===== src/rtl/inc_dec_monitor_pkg.sv =====
// Shared encodings for the inc/dec pulse-interface monitor.
// Latency: n/a (types and constants only).
// Backpressure: n/a.
package inc_dec_monitor_pkg;

    // Monitor state, mirroring the producer's two states plus a sticky error.
    typedef enum logic [1:0] {
        ST_IDLE  = 2'd0,    // expect c=0 and an inc pulse
        ST_ARMED = 2'd1,    // expect c=1 and a dec pulse
        ST_ERROR = 2'd2     // protocol broken; wait for clr or reset
    } state_t;

    // Cause of the most recent protocol error.
    localparam logic [1:0] ERR_NONE = 2'b00;
    localparam logic [1:0] ERR_SEQ  = 2'b01;    // pulse out of order
    localparam logic [1:0] ERR_BOTH = 2'b10;    // inc and dec together
    localparam logic [1:0] ERR_SYNC = 2'b11;    // c level disagrees with mirrored state

endpackage : inc_dec_monitor_pkg


===== src/rtl/inc_dec_monitor_sat_counter.sv =====
// Saturating up-counter with enable and synchronous clear; sat flag registered.
// Latency: count and sat reflect en/clr one cycle after the sampling edge.
// Backpressure: none; once at CNT_MAX further enables are absorbed (no wrap).
module inc_dec_monitor_sat_counter #(
    parameter int          CNT_W   = 8,
    parameter int unsigned CNT_MAX = 2**CNT_W - 1
) (
    input  logic             clk,
    input  logic             rst_n,
    input  logic             clr_i,
    input  logic             en_i,
    output logic [CNT_W-1:0] count_o,
    output logic             sat_o
);

    localparam logic [CNT_W-1:0] MAX_V = CNT_W'(CNT_MAX);

    logic [CNT_W-1:0] cnt_q, cnt_d;
    logic             sat_q;

    // Next count: clear wins, otherwise step up unless already at the ceiling.
    always_comb begin
        cnt_d = cnt_q;
        if (clr_i) begin
            cnt_d = '0;
        end else if (en_i && (cnt_q != MAX_V)) begin
            cnt_d = cnt_q + CNT_W'(1);
        end
    end

    // Count and saturation flag registered together so sat matches count.
    always_ff @(posedge clk or negedge rst_n) begin
        if (!rst_n) begin
            cnt_q <= '0;
            sat_q <= 1'b0;
        end else begin
            cnt_q <= cnt_d;
            sat_q <= (cnt_d == MAX_V);
        end
    end

    assign count_o = cnt_q;
    assign sat_o   = sat_q;

endmodule : inc_dec_monitor_sat_counter


===== src/rtl/inc_dec_monitor.sv =====
// Receive-side monitor of the inc/dec/c pulse interface: counts handshakes, flags violations.
// Latency: all outputs registered, 1 cycle after the sampled edge.
// Backpressure: none; the producer is never stalled, violations latch err until clr/reset.
module inc_dec_monitor
    import inc_dec_monitor_pkg::*;
#(
    parameter int          CNT_W   = 8,
    parameter int unsigned CNT_MAX = 2**CNT_W - 1
) (
    input  logic             clk,
    input  logic             reset,      // async, active low
    input  logic             clr,
    input  logic             inc,
    input  logic             dec,
    input  logic             c,
    output logic [CNT_W-1:0] count,
    output logic             armed,
    output logic             sat,
    output logic             err,
    output logic [1:0]       err_code
);

    state_t     state_q, state_d;
    logic [1:0] err_code_q, err_code_d;
    logic       cnt_en;
    logic       cnt_clr;

    // Next state, error cause and counter controls, in evaluation priority order.
    always_comb begin
        state_d    = state_q;
        err_code_d = err_code_q;
        cnt_en     = 1'b0;
        cnt_clr    = 1'b0;

        if (clr) begin
            state_d    = ST_IDLE;
            err_code_d = ERR_NONE;
            cnt_clr    = 1'b1;
        end else begin
            case (state_q)
                ST_IDLE: begin
                    if (inc && dec) begin
                        state_d    = ST_ERROR;
                        err_code_d = ERR_BOTH;
                    end else if (c) begin
                        state_d    = ST_ERROR;
                        err_code_d = ERR_SYNC;
                    end else if (inc) begin
                        state_d = ST_ARMED;
                    end else if (dec) begin
                        state_d    = ST_ERROR;
                        err_code_d = ERR_SEQ;
                    end
                end
                ST_ARMED: begin
                    if (inc && dec) begin
                        state_d    = ST_ERROR;
                        err_code_d = ERR_BOTH;
                    end else if (!c) begin
                        state_d    = ST_ERROR;
                        err_code_d = ERR_SYNC;
                    end else if (dec) begin
                        state_d = ST_IDLE;
                        cnt_en  = 1'b1;
                    end else if (inc) begin
                        state_d    = ST_ERROR;
                        err_code_d = ERR_SEQ;
                    end
                end
                ST_ERROR: begin
                    // Sticky: inputs ignored, only clr or reset leaves.
                    state_d = ST_ERROR;
                end
                default: begin
                    // Unused encoding: treat as a broken monitor.
                    state_d = ST_ERROR;
                end
            endcase
        end
    end

    // State and error-cause registers.
    always_ff @(posedge clk or negedge reset) begin
        if (!reset) begin
            state_q    <= ST_IDLE;
            err_code_q <= ERR_NONE;
        end else begin
            state_q    <= state_d;
            err_code_q <= err_code_d;
        end
    end

    inc_dec_monitor_sat_counter #(
        .CNT_W   (CNT_W),
        .CNT_MAX (CNT_MAX)
    ) u_cnt (
        .clk     (clk),
        .rst_n   (reset),
        .clr_i   (cnt_clr),
        .en_i    (cnt_en),
        .count_o (count),
        .sat_o   (sat)
    );

    assign armed    = (state_q == ST_ARMED);
    assign err      = (state_q == ST_ERROR);
    assign err_code = err_code_q;

endmodule : inc_dec_monitor


===== config.mk =====
export PLATFORM = sky130hd
export DESIGN_NAME = inc_dec_monitor
export DESIGN_NICKNAME = d
export VERILOG_FILES = /design/src/rtl/inc_dec_monitor_pkg.sv /design/src/rtl/inc_dec_monitor_sat_counter.sv /design/src/rtl/inc_dec_monitor.sv
export SDC_FILE = /design/constraint.sdc
export NUM_CORES = 1
export LEC_CHECK = 0
export CAP_MARGIN = 15
export CORE_UTILIZATION = 45
export DETAILED_ROUTE_END_ITERATION = 12
export PLACE_DENSITY_LB_ADDON = 0.08
export SLEW_MARGIN = 30
export SYNTH_ARGS = -nofsm -noshare
export SYNTH_HDL_FRONTEND = slang
export SYNTH_SLANG_ARGS = --single-unit

===== constraint.sdc =====
create_clock -name clk -period 2.12 [get_ports clk]
set_input_delay 0.53 -clock clk [delete_from_list [all_inputs] [get_ports clk]]
set_output_delay 0.53 -clock clk [all_outputs]
set_load 0.03 [all_outputs]

==> metrics.md <==
| Metric | Value |
|---|---|
| Setup CP Type | `input port to register` |
| Leak | `0.480 nW` |
| Clock transition at path regs | `0.08 ns` |
| Pins Over Slew Limit | `0` |
| RSZ-0062 raised after global routing | `false` |
| Hold buffer count at cts | `0` |
| Final WL | `1960 microns` |
| Nets@finish | `120` |
| CP required | `roughly 2.3 ns` |
| Detailed-route via count | `760` |
| Async SR Flop Fraction | `100%` |
| Peak supply drop | `about 0.00027 V` |
| Post-Syn Instances | `80` |
| CTS Buf Count | `3` |
| Measured slew at the worst slew-check pin | `0.607 ns` |
| ANT cells | `0` |
| Final core occ | `69.5%` |
| Vias in the first global route | `747` |
| Final setup skew | `0.00507 ns` |
| Crit-path leading delay family | `simple AND/OR/NAND/NOR gates` |
| Sequential share of power | `53.1%` |
| Gpl congestion | `0.785` |
| Top post-synthesis cells by area | `dfrtp_1, nor2_1, a31oi_1` |
| Worst Path Buf+Inv | `1` |
| Syn_nets | `87` |
| Overall die height | `44.0 microns` |
| Count leader, synth | `dfrtp_1` |
| First-pass GRT wire length | `3250 microns` |
| Post-synth EDFFs | `0` |
| Slowest stage delay, CP | `0.45 ns` |
| First-pass iteration count of the detailed router | `8` |
| H-tree depth | `1` |
| Critical-path maximum fanout | `4` |
| Initial core utilization | `50.3%` |
| Worst Setup SP | `clr` |
| Synth Flop Type | `dfrtp_1` |
| CP Data Arrival Time | `2.23 ns` |
| First DRT Iteration DRCs | `19` |
| TritonCTS clock tree | `done` |
| Hold_sp | `err_code[1]$_DFFE_PN0P_` |
| Largest net degree at the start of global routing | `16` |
| # port buffers | `18` |
| Critical path's slowest cell | `clkdlybuf4s50_1` |
| Cell Chain, Critical Path | `clkdlybuf4s50_1, or3b_4, a2111oi_1, o21ai_2, nor4_2` |
| Internal | `0.357 mW` |
| CTS Sinks | `13` |
| Average cell area after synthesis | `9.92 sq um` |
| Share of total power in combinational logic | `13.8%` |
| Remaining global-route overflow | `0` |
| Antenna-violating nets left | `0` |
| Worst skew pair latency | `about 0.28 ns` |
| Critical R2R Launch | `u_cnt.count_o[1]$_DFF_PN0_` |
| Pwr dens | `443 nW/um^2` |
| CTS Root Cell | `clkbuf_4` |
| Cell taking the most area after synthesis | `dfrtp_1` |
| Clk network pwr share | `33.0%` |
| Sw Ratio | `26.5%` |
| # DRC | `1` |
| Switching Power | `0.129 mW` |
| WL per Instance | `15.3 microns` |
| Seq/Total Area, Yosys | `41.0%` |
| Worst min path class | `register to register` |
| Relative slew slack | `59.4%` |
| CP Capture Type | `register` |
| Top cell type's share of synthesized area | `41.0%` |
| # rows | `14` |
| Initial antenna violation count | `0` |
| Die ar. | `1930 sq um` |
| Synth top cells by count | `dfrtp_1, nor2_1, nand2_1` |
| Run status | `complete, but fails checks` |
| Final Cycle Share | `96.3%` |
| Fmax | `490 MHz` |
| Area Overhead vs Synth | `38.2%` |
| I/O pins | `19` |
| Failing checks | `design-rule violations` |
| CTS max path bufs | `2` |
| YS warnings | `0` |
| # setup viols final | `0` |
| Die width | `approximately 44 microns` |
| Pre-CTS setup slack | `-0.201 ns` |
| Final Hold Fails | `0` |
| Synthesized cell area | `793 sq um` |
| #FFs+latches synth | `13` |
| Core area | `1580 sq um` |
| Via density | `5.94` |
| Share of layout cells above drive strength 1 | `20.5%` |
| Dpl hpwl | `1430 microns` |
| PnR worst setup slack | `0.0790 ns` |
| GRT Util Overall | `about a quarter` |
| Distinct cells, synth | `39` |
| Maximum capacitance violations | `0` |
| CP Launch Type | `input port` |
| Minimum clock period | `2.04 ns` |
-- kinds of logic after synthesis --
group | Yosys count | synth area share, %
multiplexers | 3 | 4.42
XOR/XNOR | 3 | 3.31
AND/OR/NAND/NOR | 38 | 30.1
AO/OA/AOI/OAI | 18 | 17.7
buffers and inverters | 4 | 1.89
adder cells (fa/ha/maj) | 1 | 1.58
flip-flops | 13 | 41.0
-- stage by stage --
| stage | instance area (sq um) | std cells | total power [mW] | hold WS (ns) | setup TNS, ns |
|---|---|---|---|---|---|
| 2_1_floorplan | 793 | 80 | 0.292 | 0.234 | 0 |
| 3_3_place_gp | 1070 | 124 | 0.330 | 0.463 | -0.522 |
| 3_5_place_dp | 1070 | 124 | 0.331 | 0.470 | -0.551 |
| 4_1_cts | 1100 | 128 | 0.491 | 0.489 | 0 |
| 5_1_grt | 1100 | 128 | 0.511 | 0.521 | 0 |
| 6_report | 1100 | 128 | 0.485 | 0.490 | 0 |
-- cell usage in the layout (no fill, tap or decap), drive strengths merged, types with 2 or more instances in the layout --
master / synthesis / final
a2111oi: 2 / 2
nor4: 3 / 3
nand3: 5 / 5
a31oi: 4 / 4
inv: 3 / 3
a21o: 2 / 2
nand4: 2 / 2
nand2b: 2 / 2
o21ai: 2 / 2
a21oi: 2 / 2
clkdlybuf4s50: 0 / 16
xor2: 2 / 2
nand2: 6 / 6
nor2b: 3 / 3
buf: 0 / 11
dlygate4sd2: 0 / 2
dfrtp: 13 / 13
clkbuf: 1 / 4
nor2: 9 / 9
mux2i: 2 / 2
-- worst paths after layout --
kind | end | slack, ns | depth (start not counted)
max | u_cnt.sat_o$_DFF_PN0_ | 0.08 | 5
min | err_code[1]$_DFFE_PN0P_ | 0.49 | 1
max reg2reg | u_cnt.sat_o$_DFF_PN0_ | 0.26 | 6
min reg2reg | err_code[1]$_DFFE_PN0P_ | 0.49 | 1
max in group asynchronous | u_cnt.count_o[2]$_DFF_PN0_ | 1.10 | 1
min in group asynchronous | u_cnt.count_o[6]$_DFF_PN0_ | 0.62 | 1
-- final cells by class --
| class | count | area (sq um) |
|---|---|---|
| Fill cell | 123 | 480 |
| Multi-Input combinational cell | 63 | 453 |
| Sequential cell | 13 | 325 |
| Timing Repair Buffer | 29 | 260 |
| Clock buffer | 4 | 26.3 |
| Tap cell | 16 | 20.0 |
| Inverter | 3 | 11.3 |
-- routing by layer --
metal,GRT usage [%],up-vias,part of all wire [%]
li1,-,367,-
met1,29.5,358,44
met2,37.0,30,48
met3,5.42,5,5.7
met4,17.6,0,2.4
met5,0,-,0
-- power by group through the flow --
stage	Sequential [mW]	Clock, mW	Combinational, mW
after floorplan	0.268	0	0.0233
after global placement	0.262	0	0.0681
after detailed placement	0.263	0	0.0686
after CTS	0.257	0.166	0.0676
after global routing	0.258	0.179	0.0733
final	0.258	0.160	0.0672
-- sequential cells by signal, summed over array words and instances (netlist names) --
name / flops
u_cnt.count_o: 8
err_code: 2
state_q: 2
u_cnt.sat_o: 1
-- repair_timing --
action	CTS	global route
buffers inserted	0	0
setup endpoints to repair	2	0
resized for setup	2	0
Note: power is estimated with default switching activity, not from simulation.
